### src/rtl/kyber_pkg.sv
// kyber_pkg: Kyber polynomial constants and the serializer state encoding
package kyber_pkg;
    localparam int KYBER_N = 256;
    localparam int KYBER_Q = 3329;
    localparam int POLY_BYTES = 3 * KYBER_N / 2;
    typedef enum logic [2:0] {IDLE, GET0, GET1, EMIT, DONE} state_t;
endpackage

### src/rtl/coeff_csubq.sv
// coeff_csubq: conditional subtract of Q, mapping [0, 2Q) to the canonical 12-bit range
module coeff_csubq
    import kyber_pkg::*;
#(
    parameter int i_Width = 16
) (
    input  logic [i_Width-1:0] coeff,
    output logic [11:0]        canon
);
    localparam logic [i_Width-1:0] QW = i_Width'(KYBER_Q);
    // Q fits in 12 bits, so subtracting in 12 bits equals (c-Q)[11:0]
    always_comb canon = (coeff >= QW) ? coeff[11:0] - 12'(KYBER_Q) : coeff[11:0];
endmodule

### src/rtl/poly_tobytes_serializer.sv
// poly_tobytes_serializer: packs 256 coefficients into 384 bytes, three bytes per
// coefficient pair, over valid/ready handshakes on both sides.
module poly_tobytes_serializer
    import kyber_pkg::*;
#(
    parameter int i_Width = 16,
    parameter int o_Width = 8
) (
    input  logic               clk,
    input  logic               rst,
    input  logic               start,
    input  logic               iCoeff_valid,
    input  logic [i_Width-1:0] iCoeff,
    output logic               iCoeff_ready,
    output logic               oByte_valid,
    output logic [o_Width-1:0] oByte,
    input  logic               oByte_ready,
    output logic               oLast,
    output logic               busy,
    output logic               done
);
    localparam int PW = $clog2(KYBER_N / 2);
    localparam logic [PW-1:0] LAST_PAIR = PW'(KYBER_N / 2 - 1);
    state_t        state;
    logic [PW-1:0] pair_cnt;
    logic [1:0]    byte_idx;
    logic [11:0]   t0, t1, t;
    coeff_csubq #(.i_Width(i_Width)) u_csubq (.coeff(iCoeff), .canon(t));
    // Outputs are registered alongside the state, so each is loaded for the state being entered
    always_ff @(posedge clk) begin
        if (rst) begin
            state        <= IDLE;
            pair_cnt     <= '0;
            byte_idx     <= '0;
            t0           <= '0;
            t1           <= '0;
            iCoeff_ready <= 1'b0;
            oByte_valid  <= 1'b0;
            oByte        <= '0;
            oLast        <= 1'b0;
            busy         <= 1'b0;
            done         <= 1'b0;
        end else begin
            done <= 1'b0;
            case (state)
                IDLE: if (start) begin
                    state        <= GET0;
                    pair_cnt     <= '0;
                    iCoeff_ready <= 1'b1;
                    busy         <= 1'b1;
                end
                GET0: if (iCoeff_valid) begin
                    t0    <= t;
                    state <= GET1;
                end
                GET1: if (iCoeff_valid) begin
                    t1           <= t;
                    state        <= EMIT;
                    byte_idx     <= 2'd0;
                    iCoeff_ready <= 1'b0;
                    oByte_valid  <= 1'b1;
                    oByte        <= o_Width'(t0[7:0]);
                    oLast        <= 1'b0;
                end
                EMIT: if (oByte_ready) begin
                    if (byte_idx == 2'd2) begin
                        oByte_valid <= 1'b0;
                        oLast       <= 1'b0;
                        if (pair_cnt == LAST_PAIR) begin
                            state <= DONE;
                            done  <= 1'b1;
                        end else begin
                            pair_cnt     <= pair_cnt + 1'b1;
                            state        <= GET0;
                            iCoeff_ready <= 1'b1;
                        end
                    end else begin
                        byte_idx <= byte_idx + 1'b1;
                        oByte    <= (byte_idx == 2'd0) ? o_Width'({t1[3:0], t0[11:8]}) : o_Width'(t1[11:4]);
                        oLast    <= (byte_idx == 2'd1) && (pair_cnt == LAST_PAIR);
                    end
                end
                DONE: begin
                    state <= IDLE;
                    busy  <= 1'b0;
                end
                default: state <= IDLE;
            endcase
        end
    end
endmodule

### config.mk
export PLATFORM = sky130hd
export DESIGN_NAME = poly_tobytes_serializer
export DESIGN_NICKNAME = d
export VERILOG_FILES = /design/src/rtl/kyber_pkg.sv /design/src/rtl/coeff_csubq.sv /design/src/rtl/poly_tobytes_serializer.sv
export SDC_FILE = /design/constraint.sdc
export NUM_CORES = 1
export LEC_CHECK = 0
export ABC_AREA = 1
export CAP_MARGIN = 20
export CORE_MARGIN = 2
export CORE_UTILIZATION = 53
export CTS_BUF_LIST = sky130_fd_sc_hd__clkbuf_8 sky130_fd_sc_hd__clkbuf_16
export DETAILED_ROUTE_END_ITERATION = 8
export PLACE_DENSITY = 0.77
export SLEW_MARGIN = 20
export SYNTH_ARGS = -nofsm -noshare
export SYNTH_HDL_FRONTEND = slang
export SYNTH_SLANG_ARGS = --single-unit
### constraint.sdc
create_clock -name clk -period 1.7 [get_ports clk]
set_clock_uncertainty 0.1 [all_clocks]
set_input_delay 0.17 -clock clk [delete_from_list [all_inputs] [get_ports clk]]
set_output_delay 0.17 -clock clk [all_outputs]
set_load 0.01 [all_outputs]
==> metrics, run 1 <==
starting utilization of the core area=0.5429; share of the synthesized area in the top cell type=0.3583; Relative slew margins=0.6898; capturing element of the worst setup path=pair_cnt[2]$_SDFFE_PP0P_; ratio of routed vias to standard cells=5.110; Critical R2R Launch=byte_idx[0]$_SDFFE_PP0P_; prevailing post-synth register cell=sky130_fd_sc_hd__dfxtp_1; vertical extent of the die=between 70 and 80 µm; hold-fix buffers at CTS=0; Hold Slack=~0.36 ns; Finished Cell Area=3637 µm²; Post-Synthesis Cells=419; total power per unit cell area=between 1000 and 1500 nW/µm²; Max H-tree Level=2; Reg2Reg Setup Slack=0.08 ns; # clock sinks=approximately 50; fin crit share=0.9539; overall via count from detail_route=2836; actual slew at the worst max-slew pin=0.4654 ns; Critical Path Fanout Max=8; routability cong.=0.9031; post-layout min period=1.622 ns; clock tree from TritonCTS=done; Critical Setup Path Class=flop to flop; die span in x=~76 µm; portion of the post-synthesis area used by sequential elements=0.3583; first-pass GRT wire length=11.00 mm; number of routed nets with antenna violations=0; placed inst area=3401 µm²; pre-CTS setup slack=-0.2919 ns; number of buffers created by CTS=5; Max Clk Rate=616.7 MHz; clock root buffer master=sky130_fd_sc_hd__clkbuf_8; via count of the first global-routing pass=between 2000 and 3000; Min-Delay Path Class=input pin to flop; crit start category=flop; clock latency reported for the late side of the worst-skew pair=0.30 ns; area inside the core boundary=5042 µm²; clock slew seen by the registers of the worst setup and hold paths=0.09 ns; number of distinct standard cells referenced by the synthesized netlist=27; Global Route Usage Sum=0.2451; Detailed Place HPWL=5.054 mm; outcome=complete, no violations; Iteration-0 DRC Markers=260; pin count of the biggest net entering global routing=36; endpoint of the worst register-to-register path=pair_cnt[2]$_SDFFE_PP0P_; per-cell routed wire length=12.36 µm; number of top-level pins=34; PortBufs=33; post-route DRC violation count=0; maximum count of clock buffers along a single path=2; VDD IR-drop max=0.6519 mV; share of flip-flops with an asynchronous set or reset=0; share of layout cells above drive strength 1=0.1876; post-synthesis register bit count=49; DR pass1 iterations=5; # setup viols final=0; number of enable-type register cells in the synthesized netlist=0; cell leakage power=~0.0016 µW; Total Nets Final=512; Syn Std Cell Area=2738 µm²; average cell area after synthesis=6.534 µm²; Routed Wire Length=6.862 mm; launch point of the worst path=byte_idx[0]$_SDFFE_PP0P_; fin. max-slew vios=0; post-synthesis net count=446; Crit. End Element=flop; Register-to-Register Path Depth=9; CP required=1.80 ns; Synth area leader=sky130_fd_sc_hd__dfxtp_1; placement row count=26; synthesis-to-layout area growth=32.86%; count of maximum capacitance violations=0; Die Outline Area=5756 µm²; antenna violations before repair=0; warnings from Yosys=0; diodes inserted=0; cell types with the largest area share after synthesis=sky130_fd_sc_hd__dfxtp_1 36%, sky130_fd_sc_hd__nand2_1 13%, sky130_fd_sc_hd__inv_1 9.2%; overall overflow remaining after global route=0; worst setup slack after layout=0.07835 ns; Arr. time, crit path=1.72 ns; Fin. Hold Viols=0
per-layer routing:
metal  track usage  wire [µm]  share of wire
met1        0.3538       3186           0.46
met2        0.3870       3219           0.47
met3       0.03439        389          0.057
met4       0.05653         66         0.0096
met5             0          0              0
power by group:
group	leakage, µW	total [µW]	internal, µW	switching (µW)
sequential	0.000400	1480	1360	114
combinational	0.00113	1500	630	872
clock	0.0000540	807	428	379
synth_stat cells, types with 2 or more instances:
cell,number
sky130_fd_sc_hd__inv_1,67
sky130_fd_sc_hd__clkbuf_1,7
sky130_fd_sc_hd__nand3_2,3
sky130_fd_sc_hd__nor2_2,6
sky130_fd_sc_hd__nor2_1,39
sky130_fd_sc_hd__ha_1,6
sky130_fd_sc_hd__dfxtp_1,49
sky130_fd_sc_hd__nor2_4,2
sky130_fd_sc_hd__inv_2,7
sky130_fd_sc_hd__a31oi_1,11
sky130_fd_sc_hd__o21bai_1,2
sky130_fd_sc_hd__buf_2,3
sky130_fd_sc_hd__nand3_1,45
sky130_fd_sc_hd__a21oi_1,32
sky130_fd_sc_hd__nor3b_1,2
sky130_fd_sc_hd__o21ai_0,26
sky130_fd_sc_hd__xor2_1,5
sky130_fd_sc_hd__nand2_1,95
sky130_fd_sc_hd__nand2_4,2
sky130_fd_sc_hd__nand4_1,3
logic make-up (layout without fill, tap and decap cells):
family,count (synthesis),after routing,share of synthesized area
AO/OA/AOI/OAI,73,73,0.1462
flip-flops,49,49,0.3583
adder cells (fa/ha/maj),6,6,0.02742
AND/OR/NAND/NOR,199,200,0.3254
XOR/XNOR,6,6,0.01920
buffers and inverters,86,151,0.1234
what timing repair did:
action                     in CTS  in global routing
gates resized for setup         1                 31
cloned                          0                  1
setup endpoints to repair       1                 44
pin swaps                       0                 11
buffers inserted                0                  3
how the worst min path moves through the flow:
stage	from	to	slack, ns	cells after the start
5_1_grt	oByte_ready	done$_SDFF_PP0_	0.40	3
2_1_floorplan	oByte_ready	done$_SDFF_PP0_	0.21	2
4_1_cts	iCoeff_ready$_SDFFE_PP0P_	iCoeff_ready$_SDFFE_PP0P_	0.38	2
3_3_place_gp	iCoeff_ready$_SDFFE_PP0P_	iCoeff_ready$_SDFFE_PP0P_	0.35	2
6_report	iCoeff[0]	t1[0]$_SDFFE_PP0P_	0.36	6
3_5_place_dp	iCoeff_ready$_SDFFE_PP0P_	iCoeff_ready$_SDFFE_PP0P_	0.36	2
cell usage in the layout, fill, tap and decap left out, types with 2 or more instances in the layout:
cell and count:
sky130_fd_sc_hd__xor2_1 5, sky130_fd_sc_hd__inv_1 63, sky130_fd_sc_hd__a21oi_1 31, sky130_fd_sc_hd__ha_2 2, sky130_fd_sc_hd__buf_12 4, sky130_fd_sc_hd__nand2_4 3
sky130_fd_sc_hd__dfxtp_2 3, sky130_fd_sc_hd__clkdlybuf4s50_1 32, sky130_fd_sc_hd__o21ai_2 3, sky130_fd_sc_hd__nand2_1 91, sky130_fd_sc_hd__nand2_2 4, sky130_fd_sc_hd__nor2_4 4
sky130_fd_sc_hd__nor3b_1 2, sky130_fd_sc_hd__clkbuf_8 5, sky130_fd_sc_hd__buf_4 32, sky130_fd_sc_hd__nand4_1 3, sky130_fd_sc_hd__nand3_2 7, sky130_fd_sc_hd__nor2_2 5
sky130_fd_sc_hd__dfxtp_1 46, sky130_fd_sc_hd__nand3_1 41, sky130_fd_sc_hd__ha_1 3, sky130_fd_sc_hd__inv_2 11, sky130_fd_sc_hd__nor2_1 38, sky130_fd_sc_hd__o21bai_1 2
sky130_fd_sc_hd__a31oi_1 11, sky130_fd_sc_hd__o21ai_0 24
worst max-delay path, stage by stage (launching register included):
cell and delay (ns):
sky130_fd_sc_hd__dfxtp_2 0.34, sky130_fd_sc_hd__inv_2 0.06, sky130_fd_sc_hd__ha_2 0.16, sky130_fd_sc_hd__inv_2 0.06
sky130_fd_sc_hd__o21ai_2 0.15, sky130_fd_sc_hd__nand2_2 0.09, sky130_fd_sc_hd__nor2_4 0.21, sky130_fd_sc_hd__nand2_4 0.11
sky130_fd_sc_hd__o21bai_1 0.16, sky130_fd_sc_hd__nor2_1 0.06
cell type report:
| cell class | count | area (µm²) |
|---|---|---|
| multi-input combinational | 285 | 1519 |
| fill | 408 | 1405 |
| sequential | 49 | 984.7 |
| timing repair buffer | 70 | 664.4 |
| inverter | 74 | 277.8 |
| tap | 70 | 87.58 |
| clock buffer | 5 | 68.82 |
| clock inverter | 2 | 35.03 |
stage by stage:
stage / TNS, ns / instances / util / power, µW
final: 0 / 555 / 0.7213 / 3786
after detailed placement: -5.815 / 544 / 0.6744 / 2943
after global routing: -0.03494 / 555 / 0.7213 / 4025
after global placement: -3.677 / 544 / 0.6744 / 2905
after CTS: 0 / 551 / 0.6960 / 3742
after floorplan: 0 / 419 / - / 2353
state kept, by name (all words and copies together), names as in the netlist, 2 cells and up:
register / count
pair_cnt: 7
t0: 12
oByte: 8
byte_idx: 2
state: 3
t1: 12
Power figures use the tool's default switching activity.
==> run 2: changes to the inputs <==
--- a/config.mk
+++ b/config.mk
@@ -6,7 +6,7 @@
 export NUM_CORES = 1
 export LEC_CHECK = 0
 export ABC_AREA = 1
-export CAP_MARGIN = 20
+export CAP_MARGIN = 30
 export CORE_MARGIN = 2
 export CORE_UTILIZATION = 53
 export CTS_BUF_LIST = sky130_fd_sc_hd__clkbuf_8 sky130_fd_sc_hd__clkbuf_16
==> constraint.sdc (replaced) <==
create_clock -name clk -period 1.6 [get_ports clk]
set_clock_uncertainty 0.1 [all_clocks]
set_input_delay 0.16 -clock clk [delete_from_list [all_inputs] [get_ports clk]]
set_output_delay 0.16 -clock clk [all_outputs]
set_load 0.01 [all_outputs]
==> metrics, run 2 (synthesis gave the netlist of run 1 again) <==
Die Outline Area=5756 µm² (unchanged); setup repair after global routing missed its margin=true; number of top-level pins=34 (unchanged); launch point of the worst path=pair_cnt[0]$_SDFFE_PP0P_; fin. max-slew vios=0 (unchanged); top flop regs=t0: 12 flops, t1: 12 flops, oByte: 8 flops; overall via count from detail_route=2877 (+1.4%); per-cell routed wire length=12.44 µm (+0.63%); pre-CTS setup slack=-0.3741 ns (-0.08221 ns); number of buffers created by CTS=5 (unchanged); VDD IR-drop max=0.6066 mV (-6.9%); cell count after placement=547 (+0.55%); # setup viols final=2 (+2); actual slew at the worst max-slew pin=0.3177 ns (-0.1477 ns); clock root buffer master=sky130_fd_sc_hd__clkbuf_8; met3 track utilization from global routing=0.03307 (-0.001323); count of maximum capacitance violations=0 (unchanged); Relative slew margins=0.7860 (+0.09622); diodes inserted=0 (unchanged); Critical Setup Path Class=flop to flop; most frequent standard cell in the layout excluding fill and tap cells=sky130_fd_sc_hd__nand2_1; pin count of the biggest net entering global routing=33 (-8.3%); violated checks=setup timing; clock tree from TritonCTS=done; post-layout min period=1.624 ns (+0.002838 ns); overall overflow remaining after global route=0 (unchanged); capturing element of the worst setup path=pair_cnt[3]$_SDFFE_PP0P_; fin crit share=1.015 (+0.06139); top library cells by usage in the layout, fill and taps aside=86 x sky130_fd_sc_hd__nand2_1, 61 x sky130_fd_sc_hd__inv_1, 43 x sky130_fd_sc_hd__dfxtp_1; busiest layer in global routing=met2; count of filler cells inserted in the layout=371 (-9.1%); number of routed nets with antenna violations=0 (unchanged); Max Clk Rate=615.6 MHz (-0.17%); endpoint of the worst register-to-register path=pair_cnt[3]$_SDFFE_PP0P_; Critical R2R Launch=pair_cnt[0]$_SDFFE_PP0P_; cell chain of the critical path=ha_2 -> nand2_2 -> nor2_4 -> nand3_4 -> nor2_4 -> nor2_4 -> nand2_4 -> nand2_1 -> a21oi_2; Arr. time, crit path=1.76 ns (+0.04 ns); PortBufs=33 (unchanged); Global Route Usage Sum=0.2387 (-0.006344); clock slew seen by the registers of the worst setup and hold paths=0.09 ns (about the same); ratio of routed vias to standard cells=5.110 (about the same); area inside the core boundary=5042 µm² (unchanged); via count of the first global-routing pass=2480 (-1.0%); placement row count=26 (unchanged); Detailed Place HPWL=4.794 mm (-5.1%); # clock sinks=49 (unchanged); die span in x=75.87 µm (unchanged); clock latency reported for the late side of the worst-skew pair=0.30 ns (about the same); post-route DRC violation count=0 (unchanged); total power per unit cell area=1096 nW/µm² (+5.3%); Fin. Hold Viols=0 (unchanged); final cell count without fillers=563 (+1.4%); met2 Usage GRT=0.3879 (+0.0009579); first-pass GRT wire length=10.68 mm (-2.9%); Register-to-Register Path Depth=9 (unchanged); library cell appearing most often on the critical path=sky130_fd_sc_hd__nor2_4; Util after Layout=0.7489 (+0.02754); largest incremental delay on the critical path=0.34 ns (about the same); Max H-tree Level=2 (unchanged); crit start category=flop; DR pass1 iterations=5 (unchanged); outcome=finished, violations left; maximum count of clock buffers along a single path=2 (unchanged); met1 Track Usage GR=0.3290 (-0.02481); synthesis-to-layout area growth=37.93%; routability cong.=0.8871 (-1.8%); Iteration-0 DRC Markers=175 (-33%); Hold Slack=0.3105 ns (-0.05039 ns); Reg2Reg Setup Slack=-0.02 ns (-0.10 ns); starting utilization of the core area=0.5429 (unchanged); antenna violations before repair=0 (unchanged); CP required=1.74 ns (-0.06 ns); Routed Wire Length=7.005 mm (+2.1%); Crit. End Element=flop; Critical Path Fanout Max=8 (unchanged); Min-Delay Path Class=input pin to flop; worst setup slack after layout=-0.02449 ns (-0.1028 ns); share of layout cells above drive strength 1=0.2333 (+0.04564); vertical extent of the die=75.87 µm (unchanged); Total Nets Final=519 (+1.4%); master of the slowest instance on the critical path=sky130_fd_sc_hd__dfxtp_2; cell leakage power=0.001637 µW (+3.1%); Total Neg Setup Slack=-0.03634 ns (-0.03634 ns)
run 2: changes by cell type in the layout (fill, tap and decap cells not counted), sizes merged:
| cell | change |
|---|---|
| clkdlybuf4s50 | -1 |
| clkbuf | +1 |
| clkinvlp | +1 |
| clkinv | -1 |
| dlymetal6s2s | +1 |
| buf | +7 |
run 2: routing by layer:
layer | share of wire | wire length [µm] | vias up
met2 | 0.46 | 3241 | 95
met5 | 0 | 0 | -
met4 | 0.020 | 142 | 0
met3 | 0.051 | 360 | 13
li1 | - | - | 1473
met1 | 0.47 | 3260 | 1296
run 2: final cells by class:
cell class | instances | area, µm² | area share
multi-input cells | 285 | 1583 | 0.4192
flip-flops and latches | 49 | 988.4 | 0.2618
repair buffers | 77 | 719.4 | 0.1905
inverters | 74 | 277.8 | 0.07356
well taps | 70 | 87.58 | 0.02319
clock buffers | 6 | 82.58 | 0.02187
clock inverters | 2 | 37.54 | 0.009940
run 2: how the worst min path moves through the flow:
stage          depth (start not counted)            endpoint          startpoint  slack (ns)
6_report                               6  t1[0]$_SDFFE_PP0P_           iCoeff[0]        0.31
5_1_grt                                6  t0[0]$_SDFFE_PP0P_           iCoeff[0]        0.36
4_1_cts                                2  oLast$_SDFFE_PP0P_  oLast$_SDFFE_PP0P_        0.37
3_5_place_dp                           2  oLast$_SDFFE_PP0P_  oLast$_SDFFE_PP0P_        0.36
3_3_place_gp                           2   busy$_SDFFE_PP0P_   busy$_SDFFE_PP0P_        0.35
2_1_floorplan                          2     done$_SDFF_PP0_         oByte_ready        0.20
run 2: metrics by stage:
step / instance area (µm²) / total power [µW]
floorplan: 2738 / 2500
global placement: 3423 / 3071
detailed placement: 3423 / 3094
CTS: 3580 / 4017
global route: 3776 / 4403
finish: 3776 / 4140
run 2: what timing repair did:
item                                    CTS  global route
gates resized for setup                   7            51
endpoints found under the hold margin     0             0
pin swaps                                 2            11
setup buffers                             2             5
endpoints found under the setup margin   18            45
hold buffers                              0             0
gates cloned                              1             0
run 2: power breakdown:
| group | internal, µW | switching [µW] |
|---|---|---|
| clock | 508 | 412 |
| combinational | 697 | 945 |
| sequential | 1450 | 127 |
| total | 2660 | 1480 |
run 2: critical path: cells and delay by family (launching register included):
kind,cells,cell delay (ns)
AOI/OAI and AO/OA,1,0.13
DFF,1,0.34
adders and majority gates,1,0.19
and+or+nand+nor,7,0.80
==> run 3: changes to the inputs <==
--- a/config.mk
+++ b/config.mk
@@ -7,11 +7,13 @@
 export LEC_CHECK = 0
 export ABC_AREA = 1
 export CAP_MARGIN = 30
+export CORE_ASPECT_RATIO = 2
 export CORE_MARGIN = 2
 export CORE_UTILIZATION = 53
 export CTS_BUF_LIST = sky130_fd_sc_hd__clkbuf_8 sky130_fd_sc_hd__clkbuf_16
 export DETAILED_ROUTE_END_ITERATION = 8
 export PLACE_DENSITY = 0.77
+export SKIP_LAST_GASP = 1
 export SLEW_MARGIN = 20
 export SYNTH_ARGS = -nofsm -noshare
 export SYNTH_HDL_FRONTEND = slang
==> metrics, run 3 (synthesis gave the netlist of run 1 again) <==
outcome=finished, violations left; violated checks=setup timing; crit start category=flop; Max H-tree Level=2 (unchanged); start point of the worst hold path=iCoeff[0]; clock latency reported for the late side of the worst-skew pair=0.30 ns (about the same); Routed Wire Length=7.471 mm (+6.7%); starting utilization of the core area=0.5425 (about the same); per-cell routed wire length=13.51 µm (+8.6%); clock slew seen by the registers of the worst setup and hold paths=0.10 ns (about the same); Global Route Usage Sum=0.2715 (+0.03275); Worst path top cell family by delay=simple AND/OR/NAND/NOR gates; ratio of routed vias to standard cells=5.441 (+6.5%); Detailed Place HPWL=5.329 mm (+11%); pin count of the biggest net entering global routing=36 (+9.1%); most frequent standard cell in the layout excluding fill and tap cells=sky130_fd_sc_hd__nand2_1; CP required=1.74 ns (about the same); clock root buffer master=sky130_fd_sc_hd__clkbuf_8; cell chain of the critical path=ha_4 -> nand2_2 -> nor2_4 -> nand3_2 -> nor2_4 -> nor2_4 -> nand2_4 -> nand2_1 -> a21oi_1; Iteration-0 DRC Markers=139 (-21%); routability cong.=0.9083 (+2.4%); overall via count from detail_route=3009 (+4.6%); Critical Path Fanout Max=8 (unchanged); maximum count of clock buffers along a single path=2 (unchanged); master of the slowest instance on the critical path=sky130_fd_sc_hd__dfxtp_2; library cell appearing most often on the critical path=sky130_fd_sc_hd__nor2_4; top library cells by usage in the layout, fill and taps aside=87 x sky130_fd_sc_hd__nand2_1, 63 x sky130_fd_sc_hd__inv_1, 43 x sky130_fd_sc_hd__dfxtp_1; number of routed nets with antenna violations=0 (unchanged); share of layout cells above drive strength 1=0.2343 (+0.001078); actual slew at the worst max-slew pin=0.3017 ns (-0.01602 ns); first-pass GRT wire length=11.94 mm (+12%); via count of the first global-routing pass=2818 (+14%); placement row count=37 (+42%); overall overflow remaining after global route=0 (unchanged); diodes inserted=0 (unchanged); # setup viols final=1 (-1); worst setup slack after layout=-0.001685 ns (+0.02280 ns); Total Neg Setup Slack=-0.001685 ns (+0.03465 ns); # clock sinks=49 (unchanged); number of buffer and inverter stages on the critical path=0 (unchanged); cell leakage power=0.001664 µW (+1.6%); Critical Setup Path Class=flop to flop; count of maximum capacitance violations=0 (unchanged); clock tree from TritonCTS=done; Min-Delay Path Class=input pin to flop; VDD IR-drop max=1.206 mV (+99%); total power per unit cell area=1097 nW/µm² (about the same); fin crit share=1.001 (-0.01425); vertical extent of the die=105.6 µm (+39%); Crit. End Element=flop; placed inst area=3438 µm² (+0.44%); Relative slew margins=0.7985 (+0.01248); antenna violations before repair=0 (unchanged); Fin. Hold Viols=0 (unchanged); Die Outline Area=5791 µm² (+0.61%); PortBufs=33 (unchanged); setup repair after global routing missed its margin=true; post-route DRC violation count=0 (unchanged); post-layout min period=1.602 ns (-0.02280 ns); Hold Slack=0.3032 ns (-0.007259 ns); Total Nets Final=521 (+0.39%); area inside the core boundary=5046 µm² (about the same); synthesis-to-layout area growth=39.53%; launch point of the worst path=pair_cnt[1]$_SDFFE_PP0P_; cell count after placement=539 (-1.5%); fin. max-slew vios=0 (unchanged); Finished Cell Area=3820 µm² (+1.2%); number of top-level pins=34 (unchanged); die span in x=54.82 µm (-28%); Util after Layout=0.7570 (+0.008122); Max Clk Rate=624.3 MHz (+1.4%); final cell count without fillers=553 (-1.8%); DR pass1 iterations=4 (-1); number of buffers created by CTS=5 (unchanged); Arr. time, crit path=1.74 ns (-0.02 ns); Critical R2R Launch=pair_cnt[1]$_SDFFE_PP0P_; top flop regs=t0: 12 flops, t1: 12 flops, oByte: 8 flops; largest incremental delay on the critical path=0.37 ns (+0.03 ns)
==> run 3: cell types whose count changed in the layout (fill, tap and decap cells not counted), sizes merged <==
cell	change
clkbuf	-1
inv	+1
clkinv	+1
buf	+2
clkinvlp	-1
==> run 3: worst min-delay path: stages <==
cell	delay, ns
sky130_fd_sc_hd__dlymetal6s2s_1	0.12
sky130_fd_sc_hd__buf_4	0.13
sky130_fd_sc_hd__nand3_1	0.09
sky130_fd_sc_hd__nand3_1	0.10
sky130_fd_sc_hd__nand2_1	0.05
sky130_fd_sc_hd__inv_1	0.04
==> run 3: power breakdown <==
group	switching [µW]	total [µW]	internal (µW)
Combinational	971	1700	729
Sequential	137	1590	1450
Clock	429	898	469
Total	1540	4190	2650
==> run 3: per-stage QoR <==
step	worst slack (ns)	power (µW)
3_5_place_dp	-0.4045	3125
2_1_floorplan	0.1066	2500
6_report	-0.001685	4189
5_1_grt	-0.08377	4460
3_3_place_gp	-0.3125	3078
4_1_cts	-0.002341	4050
==> run 3: path summary, 6_finish.rpt <==
check                                                end  slack [ns]  depth (start not counted)
worst max-delay path            pair_cnt[5]$_SDFFE_PP0P_      -0.002                          9
worst min-delay path                  t1[0]$_SDFFE_PP0P_        0.30                          6
worst max register to register  pair_cnt[5]$_SDFFE_PP0P_      -0.002                          9
worst min register to register        oLast$_SDFFE_PP0P_        0.37                          2
==> run 3: routing by layer <==
layer	wire length [µm]	vias to the layer above	GRT usage	share of wire
li1	-	1475	-	-
met1	2909	1420	0.3141	0.39
met2	4085	95	0.4719	0.55
met3	282	19	0.03683	0.038
met4	193	0	0.1054	0.026
met5	0	-	0	0
==> run 3: area by class of cell <==
type	instances	area [µm²]
Clock buffer	5	68.82
Clock inverter	3	43.79
Fill cell	383	1226
Inverter	74	282.8
Multi-Input combinational cell	285	1613
Sequential cell	49	988.4
Tap cell	58	72.57
Timing Repair Buffer	79	750.7
==> run 3: repair_timing <==
| item | in CTS | in global routing |
|---|---|---|
| setup buffers | 1 | 4 |
| cloned | 1 | 0 |
| setup endpoints to repair | 20 | 45 |
| gates resized for setup | 15 | 47 |
| hold buffers | 0 | 0 |
| pin swaps | 6 | 16 |
